===== config.mk =====
export PLATFORM = sky130hd
export DESIGN_NAME = led_mode_sequencer
export DESIGN_NICKNAME = d
export VERILOG_FILES = /design/src/rtl/led_mode_sequencer.sv
export SDC_FILE = /design/constraint.sdc
export NUM_CORES = 1
export LEC_CHECK = 0
export CAP_MARGIN = 5
export CORE_AREA = 2 2 66 68
export CTS_BUF_LIST = sky130_fd_sc_hd__clkbuf_4
export DETAILED_ROUTE_END_ITERATION = 8
export DIE_AREA = 0 0 68 70
export DONT_BUFFER_PORTS = 1
export PLACE_DENSITY = 0.79
export SLEW_MARGIN = 20
export SYNTH_ARGS = -nofsm -noshare
export SYNTH_HDL_FRONTEND = slang
export SYNTH_SLANG_ARGS = --single-unit

===== constraint.sdc =====
create_clock -name CLK_IN -period 2.5 [get_ports CLK_IN]
set_input_delay 0.125 -clock CLK_IN [delete_from_list [all_inputs] [get_ports CLK_IN]]
set_output_delay 0.125 -clock CLK_IN [all_outputs]
set_load 0.05 [all_outputs]

===== src/rtl/led_mode_sequencer.sv =====
// -----------------------------------------------------------------------------
// led_mode_sequencer
//
// Top-level LED controller for the 12 MHz board. Steps the four red LEDs
// through COUNT / SCAN / BLINK / OFF display modes using an internal tick
// prescaler. A debounced push-button advances the mode. GLED5 is a
// power/run indicator that goes high on the first edge after reset.
//
// Ports:
//   CLK_IN  - 12 MHz system clock, all logic on its rising edge
//   RST_IN  - synchronous reset, active-high
//   BTN_IN  - raw asynchronous push-button, high = pressed
//   RLED1   - red LED 1 (pattern MSB)
//   RLED2   - red LED 2
//   RLED3   - red LED 3
//   RLED4   - red LED 4 (pattern LSB)
//   GLED5   - green run indicator
//
// Optional build macro:
//   LED_PWM_EN - when defined, a free-running PWM_BITS counter dims the red
//                LEDs: each red output is its pattern bit AND
//                (pwm_cnt < BRIGHTNESS). GLED5 is never dimmed.
// -----------------------------------------------------------------------------
module led_mode_sequencer #(
   parameter int TICK_DIV        = 1200000,
   parameter int DEBOUNCE_CYCLES = 120000,
   parameter int PWM_BITS        = 4,
   parameter int BRIGHTNESS      = 8
) (
   input  logic CLK_IN,
   input  logic RST_IN,
   input  logic BTN_IN,
   output logic RLED1,
   output logic RLED2,
   output logic RLED3,
   output logic RLED4,
   output logic GLED5
);

   localparam int PRE_W = (TICK_DIV > 1) ? $clog2(TICK_DIV) : 1;
   localparam int DEB_W = (DEBOUNCE_CYCLES > 0) ? $clog2(DEBOUNCE_CYCLES + 1) : 1;
   localparam logic [PRE_W-1:0] PRE_LAST = PRE_W'(TICK_DIV - 1);
   localparam logic [DEB_W-1:0] DEB_LAST = DEB_W'(DEBOUNCE_CYCLES - 1);

   typedef enum logic [1:0] {
      MODE_COUNT = 2'd0,
      MODE_SCAN  = 2'd1,
      MODE_BLINK = 2'd2,
      MODE_OFF   = 2'd3
   } mode_t;

   // State registers
   mode_t            mode_reg,      mode_next;
   logic [3:0]       step_reg,      step_next;
   logic [PRE_W-1:0] pre_reg,       pre_next;
   logic [1:0]       pos_reg,       pos_next;
   logic             dir_up_reg,    dir_up_next;
   logic             phase_reg,     phase_next;
   logic             sync1_reg,     sync2_reg;
   logic             deb_level_reg, deb_level_next;
   logic [DEB_W-1:0] deb_cnt_reg,   deb_cnt_next;
   logic [3:0]       led_reg,       led_next;
   logic             gled_reg;

   logic             tick;
   logic             adv;
   logic [3:0]       pattern_next;

   // -------------------------------------------------------------------------
   // Next-state logic
   // -------------------------------------------------------------------------
   always_comb begin
      // Debouncer: any cycle where the synced level matches the accepted
      // level restarts the stability count.
      deb_level_next = deb_level_reg;
      deb_cnt_next   = deb_cnt_reg;
      adv            = 1'b0;
      if (sync2_reg == deb_level_reg) begin
         deb_cnt_next = '0;
      end else if (deb_cnt_reg == DEB_LAST) begin
         deb_level_next = sync2_reg;
         deb_cnt_next   = '0;
         // Only a press is a command; a release is silently accepted.
         adv            = sync2_reg;
      end else begin
         deb_cnt_next = deb_cnt_reg + 1'b1;
      end

      tick     = (pre_reg == PRE_LAST);
      pre_next = tick ? '0 : pre_reg + 1'b1;

      mode_next   = mode_reg;
      step_next   = step_reg;
      pos_next    = pos_reg;
      dir_up_next = dir_up_reg;
      phase_next  = phase_reg;

      if (adv) begin
         // Mode change restarts the pattern from a clean origin; any tick in
         // the same cycle is dropped.
         unique case (mode_reg)
            MODE_COUNT: mode_next = MODE_SCAN;
            MODE_SCAN:  mode_next = MODE_BLINK;
            MODE_BLINK: mode_next = MODE_OFF;
            default:    mode_next = MODE_COUNT;
         endcase
         step_next   = 4'd0;
         pre_next    = '0;
         pos_next    = 2'd0;
         dir_up_next = 1'b1;
         phase_next  = 1'b1;
      end else if (tick) begin
         unique case (mode_reg)
            MODE_COUNT: step_next = step_reg + 4'd1;
            MODE_SCAN: begin
               // Bounce so that each end position is shown only once.
               if (dir_up_reg) begin
                  if (pos_reg == 2'd3) begin
                     pos_next    = 2'd2;
                     dir_up_next = 1'b0;
                  end else begin
                     pos_next = pos_reg + 2'd1;
                  end
               end else begin
                  if (pos_reg == 2'd0) begin
                     pos_next    = 2'd1;
                     dir_up_next = 1'b1;
                  end else begin
                     pos_next = pos_reg - 2'd1;
                  end
               end
            end
            MODE_BLINK: phase_next = ~phase_reg;
            default: ;
         endcase
      end

      // Pattern is built from next-state so the LEDs change on the same
      // edge as the state they display.
      unique case (mode_next)
         MODE_COUNT: pattern_next = step_next;
         MODE_SCAN:  pattern_next = 4'b1000 >> pos_next;
         MODE_BLINK: pattern_next = {4{phase_next}};
         default:    pattern_next = 4'b0000;
      endcase
   end

`ifdef LED_PWM_EN
   localparam logic [PWM_BITS:0] BRIGHT_CMP = (PWM_BITS + 1)'(BRIGHTNESS);

   logic [PWM_BITS-1:0] pwm_cnt_reg;
   logic [PWM_BITS-1:0] pwm_cnt_next;

   assign pwm_cnt_next = pwm_cnt_reg + 1'b1;
   // Gate against the counter value that will be live alongside the output.
   assign led_next     = pattern_next & {4{({1'b0, pwm_cnt_next} < BRIGHT_CMP)}};

   always_ff @(posedge CLK_IN) begin
      if (RST_IN) begin
         pwm_cnt_reg <= '0;
      end else begin
         pwm_cnt_reg <= pwm_cnt_next;
      end
   end
`else
   assign led_next = pattern_next;

   // PWM parameters only matter with the dimming gate built in.
   if ((PWM_BITS < 1) || (BRIGHTNESS < 0)) begin : g_pwm_params_ignored
   end
`endif

   // -------------------------------------------------------------------------
   // State and output registers
   // -------------------------------------------------------------------------
   always_ff @(posedge CLK_IN) begin
      if (RST_IN) begin
         mode_reg      <= MODE_COUNT;
         step_reg      <= 4'd0;
         pre_reg       <= '0;
         pos_reg       <= 2'd0;
         dir_up_reg    <= 1'b1;
         phase_reg     <= 1'b0;
         sync1_reg     <= 1'b0;
         sync2_reg     <= 1'b0;
         deb_level_reg <= 1'b0;
         deb_cnt_reg   <= '0;
         led_reg       <= 4'b0000;
         gled_reg      <= 1'b0;
      end else begin
         mode_reg      <= mode_next;
         step_reg      <= step_next;
         pre_reg       <= pre_next;
         pos_reg       <= pos_next;
         dir_up_reg    <= dir_up_next;
         phase_reg     <= phase_next;
         sync1_reg     <= BTN_IN;
         sync2_reg     <= sync1_reg;
         deb_level_reg <= deb_level_next;
         deb_cnt_reg   <= deb_cnt_next;
         led_reg       <= led_next;
         gled_reg      <= 1'b1;
      end
   end

   assign RLED1 = led_reg[3];
   assign RLED2 = led_reg[2];
   assign RLED3 = led_reg[1];
   assign RLED4 = led_reg[0];
   assign GLED5 = gled_reg;

endmodule


==> flow_summary.json, run 1 <==
{
  "outcome": "completed",
  "hp-class": "primary input to flop",
  "drive_above_1_share_pct": 7.69,
  "ys_seq_elements": 56,
  "powerDensity_mw_per_mm2": 491,
  "gr-usage-all-layers_pct": 21.5,
  "cts_buffer_depth": 2,
  "core_area_mm2": 0.00414,
  "std_cell_rows": 24,
  "cp_slowest_cell": "dfxtp_1",
  "ant_nets": 0,
  "cp-end-kind": "flop",
  "syn_inst": 289,
  "n_antenna_cell": 0,
  "setup-tns-final_ns": 0,
  "reg2reg_depth": 7,
  "portBuffers": 0,
  "async_flop_share_pct": 0,
  "hold_end": "sync1_reg",
  "arrival_ns": 2.47,
  "largest_reg_flops": 21,
  "synth_edf_count": 0,
  "switching_share_pct": 23.4,
  "p_switching_mw": 0.312,
  "cts.clk_slew.worst_paths_ns": 0.16,
  "hold_path_depth": 2,
  "drc_errors": 0,
  "cpPeakStageDelay_ns": 0.41,
  "post-cts-setup-buffers": 0,
  "synth_ff_type": "dfxtp_1",
  "grt_pass1_vias": 1848,
  "hold_viol": 0,
  "die_h_um": 70,
  "die_area_mm2": 0.00476,
  "cts_root_buf": "clkbuf_4",
  "gr-total-overflow": 0,
  "finalMaxSlewViolations": 0,
  "pwr-share-comb_pct": 2.0,
  "tightestPinTransition_ns": 0.534,
  "crit_path_cell_trace": "ha_1 -> and4_1 -> nand4_1 -> or2_2 -> nor3_1 -> nor2_1 -> o32ai_1",
  "gp_congestion": 0.914,
  "timing.final.crit_share_pct": 86.7,
  "wirelength_mm": 4.40,
  "timing.critical_path.fanout_max": 6,
  "grt_pass1_wl_mm": 7.93,
  "finalSetupViolations": 0,
  "sequentialPowerShare_pct": 68.2,
  "ctsResizeCount": 0,
  "clkPwrFrac_pct": 29.8,
  "initial_core_util_pct": 61.5,
  "maxCapViolCount": 0,
  "r2r-start": "deb_cnt_reg[0]",
  "yosysWarningCount": 0,
  "io_pins": 8,
  "postSynthAreaPerCell_um2": 8.82,
  "h-tree-depth": 2,
  "ys_seq_area_share_pct": 44.0,
  "hold_start": "BTN_IN",
  "p_int_mw": 1.02,
  "dr.pass1.iters": 4,
  "antenna_found_initial": 0,
  "cts.sinks": 56,
  "cts_buffers": 5,
  "grt_max_degree": 20,
  "netlist.area_leader.share_pct": 44.0,
  "yosysUniqueCellTypes": 47,
  "ys_top_cells_by_count": "56 x dfxtp_1, 56 x nor2_1, 22 x nand2_1, 21 x xor2_1",
  "slew_headroom_pct": 64.3,
  "r2r_slack_ns": 0.33,
  "peakVddDrop_uv": 337,
  "synth_area_mm2": 0.00255,
  "crit_type": "flop to flop",
  "post_drt_wl_per_cell_um": 12.5,
  "fmax_mhz": 461,
  "place_hpwl_mm": 3.26,
  "n_fill_cell": 338,
  "rsz0062_at_grt": "no",
  "skew_ns": 0.0117,
  "syn_nets": 298,
  "vias": 1974,
  "yosys-top-cells-area": "dfxtp_1 44%, nor2_1 8.2%, xor2_1 7.2%",
  "clk_latency_ns": 0.38,
  "finalCriticalPeriod_ns": 2.17,
  "yosys.area.top_type": "dfxtp_1",
  "drt-initial-drc-count": 248,
  "worstReg2RegEnd": "led_reg[1]",
  "cp-start-kind": "flop",
  "power_mw": 1.33,
  "leakage_nw": 0.937,
  "area_delta_synth_final_pct": 6.43,
  "routed_via_density": 5.62,
  "cp.required_ns": 2.80,
  "final_nets": 307,
  "chipWidth_um": 68,
  "cts_tree": "built"
}
## how the worst max path moves through the flow
stage | from | end | slack [ns] | depth (start not counted)
final | deb_cnt_reg[0] | led_reg[1] | 0.33 | 7
after global routing | deb_cnt_reg[0] | led_reg[1] | 0.06 | 7
after CTS | deb_cnt_reg[0] | led_reg[1] | 0.33 | 7
after detailed placement | pre_reg[7] | led_reg[2] | 0.35 | 6
after global placement | deb_cnt_reg[0] | led_reg[1] | 0.36 | 7
after floorplan | deb_cnt_reg[0] | pre_reg[11] | 0.46 | 8
## per-stage QoR
stage	instances	instance area, µm²	worst slack, ns	utilization [%]	hold slack (ns)
floorplan	289	2550	0.464	-	0.232
global placement	341	2630	0.361	63.5	0.197
detailed placement	341	2630	0.355	63.5	0.198
CTS	351	2710	0.331	65.5	0.392
global route	351	2710	0.0585	65.5	0.449
finish	351	2710	0.332	65.5	0.460
## area by class of cell
cell class                 count  area (µm²)  area share, %
multi-input combinational    218        1370           50.5
tap                           52        65.1           2.40
timing repair buffer           7        57.6           2.12
clock buffer                   5        37.5           1.38
inverter                      10        37.5           1.38
sequential                    56        1120           41.3
clock inverter                 3        23.8          0.876
## layout by cell type, fill, tap and decap left out, types with 2 or more instances in the layout
cell and n:
nor3_1 4, nand2b_1 2, and4b_1 2, and3_1 9
dlygate4sd3_1 2, buf_4 5, nand4_1 13, nand3_1 14
xor2_1 21, dfxtp_1 56, and4_1 5, or3_1 2
xnor2_1 14, nor2b_1 3, o21ai_0 5, ha_1 6
inv_1 10, a41oi_1 3, clkinvlp_4 2, nand3b_1 2
nand2_1 22, clkbuf_4 5, a21oi_1 9, nor2_1 56
and2_1 2
## kinds of logic after synthesis
| logic type | after synthesis | synth area share (%) |
|---|---|---|
| AND/OR/NAND/NOR | 146 | 29.9 |
| flip-flops | 56 | 44.0 |
| XOR/XNOR | 35 | 12.0 |
| AO/OA/AOI/OAI | 29 | 8.05 |
| buffers and inverters | 15 | 2.26 |
| adder cells (fa/ha/maj) | 6 | 2.95 |
| multiplexers | 2 | 0.835 |
## metal layers
layer / share of wire, % / vias to the layer above / global-route usage [%]
li1: - / 1029 / -
met1: 47 / 906 / 28.1
met2: 47 / 33 / 34.1
met3: 4.0 / 6 / 4.83
met4: 1.8 / 0 / 8.00
met5: 0 / - / 0
## worst max-delay path: cells and delay by family, from the launching register on
family | cells | cell delay, ns
and+or+nand+nor | 5 | 1.19
AOI/OAI and AO/OA | 1 | 0.26
adders and majority gates | 1 | 0.22
DFF | 1 | 0.41
## power groups by stage
stage	clock network [mW]	registers (mW)	logic, mW
after global routing	0.435	0.910	0.0308
after detailed placement	0	0.928	0.0208
final	0.397	0.909	0.0267
after global placement	0	0.927	0.0211
after CTS	0.415	0.909	0.0267
after floorplan	0	0.926	0.0179
## repair_timing
action	CTS	global route
setup endpoints to repair	0	0
hold endpoints to repair	17	0
hold buffers	2	0
Power figures use the tool's default switching activity.
==> run 2: changes to the inputs <==
--- a/config.mk
+++ b/config.mk
@@ -6,12 +6,12 @@
 export NUM_CORES = 1
 export LEC_CHECK = 0
 export CAP_MARGIN = 5
-export CORE_AREA = 2 2 66 68
+export CORE_AREA = 2 2 69 71
 export CTS_BUF_LIST = sky130_fd_sc_hd__clkbuf_4
 export DETAILED_ROUTE_END_ITERATION = 8
-export DIE_AREA = 0 0 68 70
+export DIE_AREA = 0 0 71 73
 export DONT_BUFFER_PORTS = 1
-export PLACE_DENSITY = 0.79
+export PLACE_DENSITY = 0.81
 export SLEW_MARGIN = 20
 export SYNTH_ARGS = -nofsm -noshare
 export SYNTH_HDL_FRONTEND = slang
==> constraint.sdc (replaced) <==
create_clock -name CLK_IN -period 1.9 [get_ports CLK_IN]
set_input_delay 0.095 -clock CLK_IN [delete_from_list [all_inputs] [get_ports CLK_IN]]
set_output_delay 0.095 -clock CLK_IN [all_outputs]
set_load 0.05 [all_outputs]
==> flow_summary.json, run 2 (synthesis results as in run 1) <==
{
  "outcome": "complete, but fails checks",
  "failed_checks": "setup timing",
  "antenna_found_initial": 0,
  "post_drt_wl_per_cell_um": 15.6,
  "cp_slowest_cell": "or4bb_4",
  "wirelength_mm": 6.21,
  "drc_errors": 0,
  "p_switching_mw": 0.436,
  "die_area_mm2": 0.00518,
  "tightestPinTransition_ns": 0.602,
  "r2r-start": "pre_reg[19]",
  "place_hpwl_mm": 3.94,
  "fmax_mhz": 484,
  "drt-initial-drc-count": 204,
  "switching_share_pct": 21.2,
  "cp-end-kind": "flop",
  "crit_type": "flop to flop",
  "grt_max_degree": 20,
  "cts_buffers": 5,
  "cts_buffer_depth": 2,
  "rsz0062_at_grt": "yes",
  "routed_via_density": 5.81,
  "clk_latency_ns": 0.39,
  "cts.sinks": 56,
  "vias": 2307,
  "crit_buf_inv": 1,
  "cts.clk_slew.worst_paths_ns": 0.17,
  "power_mw": 2.06,
  "core_area_mm2": 0.00454,
  "largest_reg_flops": 21,
  "chipWidth_um": 71,
  "gr-usage-all-layers_pct": 23.1,
  "h-tree-depth": 2,
  "gr-total-overflow": 0,
  "timing.critical_path.fanout_max": 7,
  "gp_congestion": 0.924,
  "hp-class": "primary input to flop",
  "cpPeakStageDelay_ns": 0.56,
  "hold_viol": 0,
  "peakVddDrop_uv": 451,
  "arrival_ns": 2.39,
  "finalInstanceArea_mm2": 0.00326,
  "area_delta_synth_final_pct": 27.8,
  "p_int_mw": 1.62,
  "cts_tree": "built",
  "powerDensity_mw_per_mm2": 632,
  "n_antenna_cell": 0,
  "leakage_nw": 1.23,
  "placed_cell_area_mm2": 0.00295,
  "cp-start-kind": "flop",
  "finalMaxSlewViolations": 0,
  "cts_root_buf": "clkbuf_4",
  "die_h_um": 73,
  "skew_ns": 0.0201,
  "clkPwrFrac_pct": 39.3,
  "finalWorstSetupSlack_ns": -0.167,
  "timing.final.crit_share_pct": 109,
  "drive_above_1_share_pct": 26.2,
  "io_pins": 8,
  "cp.required_ns": 2.22,
  "dr.pass1.iters": 4,
  "crit_start": "pre_reg[19]",
  "register_area_mm2": 0.00113,
  "setup-tns-final_ns": -0.619,
  "final_core_util_pct": 71.8,
  "crit_path_cell_trace": "or4bb_4 -> nor4_4 -> buf_6 -> a41oi_2 -> o21ai_2 -> nand2_1 -> o211ai_1",
  "grt_pass1_vias": 2145,
  "path_delay_family": "simple AND/OR/NAND/NOR gates",
  "finalCriticalPeriod_ns": 2.07,
  "final_common_cell": "nor2_1",
  "ant_nets": 0,
  "sequentialPowerShare_pct": 58.0,
  "final_nets": 351,
  "slew_headroom_pct": 59.8,
  "finalSetupViolations": 4,
  "pwr-share-comb_pct": 2.7,
  "layout_common_cells": "54 x nor2_1, 50 x dfxtp_1, 46 x buf_4",
  "std_cell_rows": 25,
  "hold_start": "BTN_IN",
  "multi_input_area_mm2": 0.00151,
  "grt_pass1_wl_mm": 9.47,
  "n_fill_cell": 313,
  "initial_core_util_pct": 56.2,
  "portBuffers": 0,
  "maxCapViolCount": 0
}
==> run 2: repair_timing <==
item,CTS,global route
pin swaps,5,20
endpoints found under the hold margin,17,0
buffers inserted,1,7
hold buffers,2,0
endpoints found under the setup margin,8,28
resized for setup,6,24
==> run 2: final cells by class <==
class,count,share of cell area [%]
Clock inverter,3,2.11
Inverter,10,1.15
Sequential cell,56,34.7
Multi-Input combinational cell,218,46.3
Clock buffer,5,1.15
Tap cell,54,2.07
Timing Repair Buffer,51,12.5
==> run 2: path summary, 6_finish.rpt <==
| path | to | slack, ns | depth (start not counted) |
|---|---|---|---|
| max | led_reg[2] | -0.17 | 7 |
| min | sync1_reg | 0.38 | 2 |
| max reg2reg | led_reg[2] | -0.17 | 7 |
| min reg2reg | sync2_reg | 0.47 | 1 |
==> run 2: layer usage <==
| layer | track usage [%] | vias up | part of all wire (%) |
|---|---|---|---|
| met3 | 4.01 | 13 | 5.0 |
| met1 | 28.7 | 1110 | 41 |
| met5 | 0 | - | 0 |
| li1 | - | 1113 | - |
| met4 | 9.22 | 0 | 1.9 |
| met2 | 39.9 | 71 | 52 |
==> run 2: power by group through the flow <==
stage / clock network, mW / logic (mW) / registers, mW
after floorplan: 0 / 0.0237 / 1.22
after global placement: 0 / 0.0434 / 1.22
after detailed placement: 0 / 0.0452 / 1.22
after CTS: 0.813 / 0.0533 / 1.19
after global routing: 0.848 / 0.0598 / 1.20
final: 0.810 / 0.0548 / 1.19
==> run 2: metrics by stage <==
step / hold WS [ns] / worst slack [ns] / std cells
2_1_floorplan: 0.202 / -0.0682 / 289
5_1_grt: 0.368 / -0.290 / 397
3_5_place_dp: 0.169 / -0.113 / 379
4_1_cts: 0.363 / -0.133 / 390
6_report: 0.376 / -0.167 / 397
3_3_place_gp: 0.168 / -0.0654 / 379
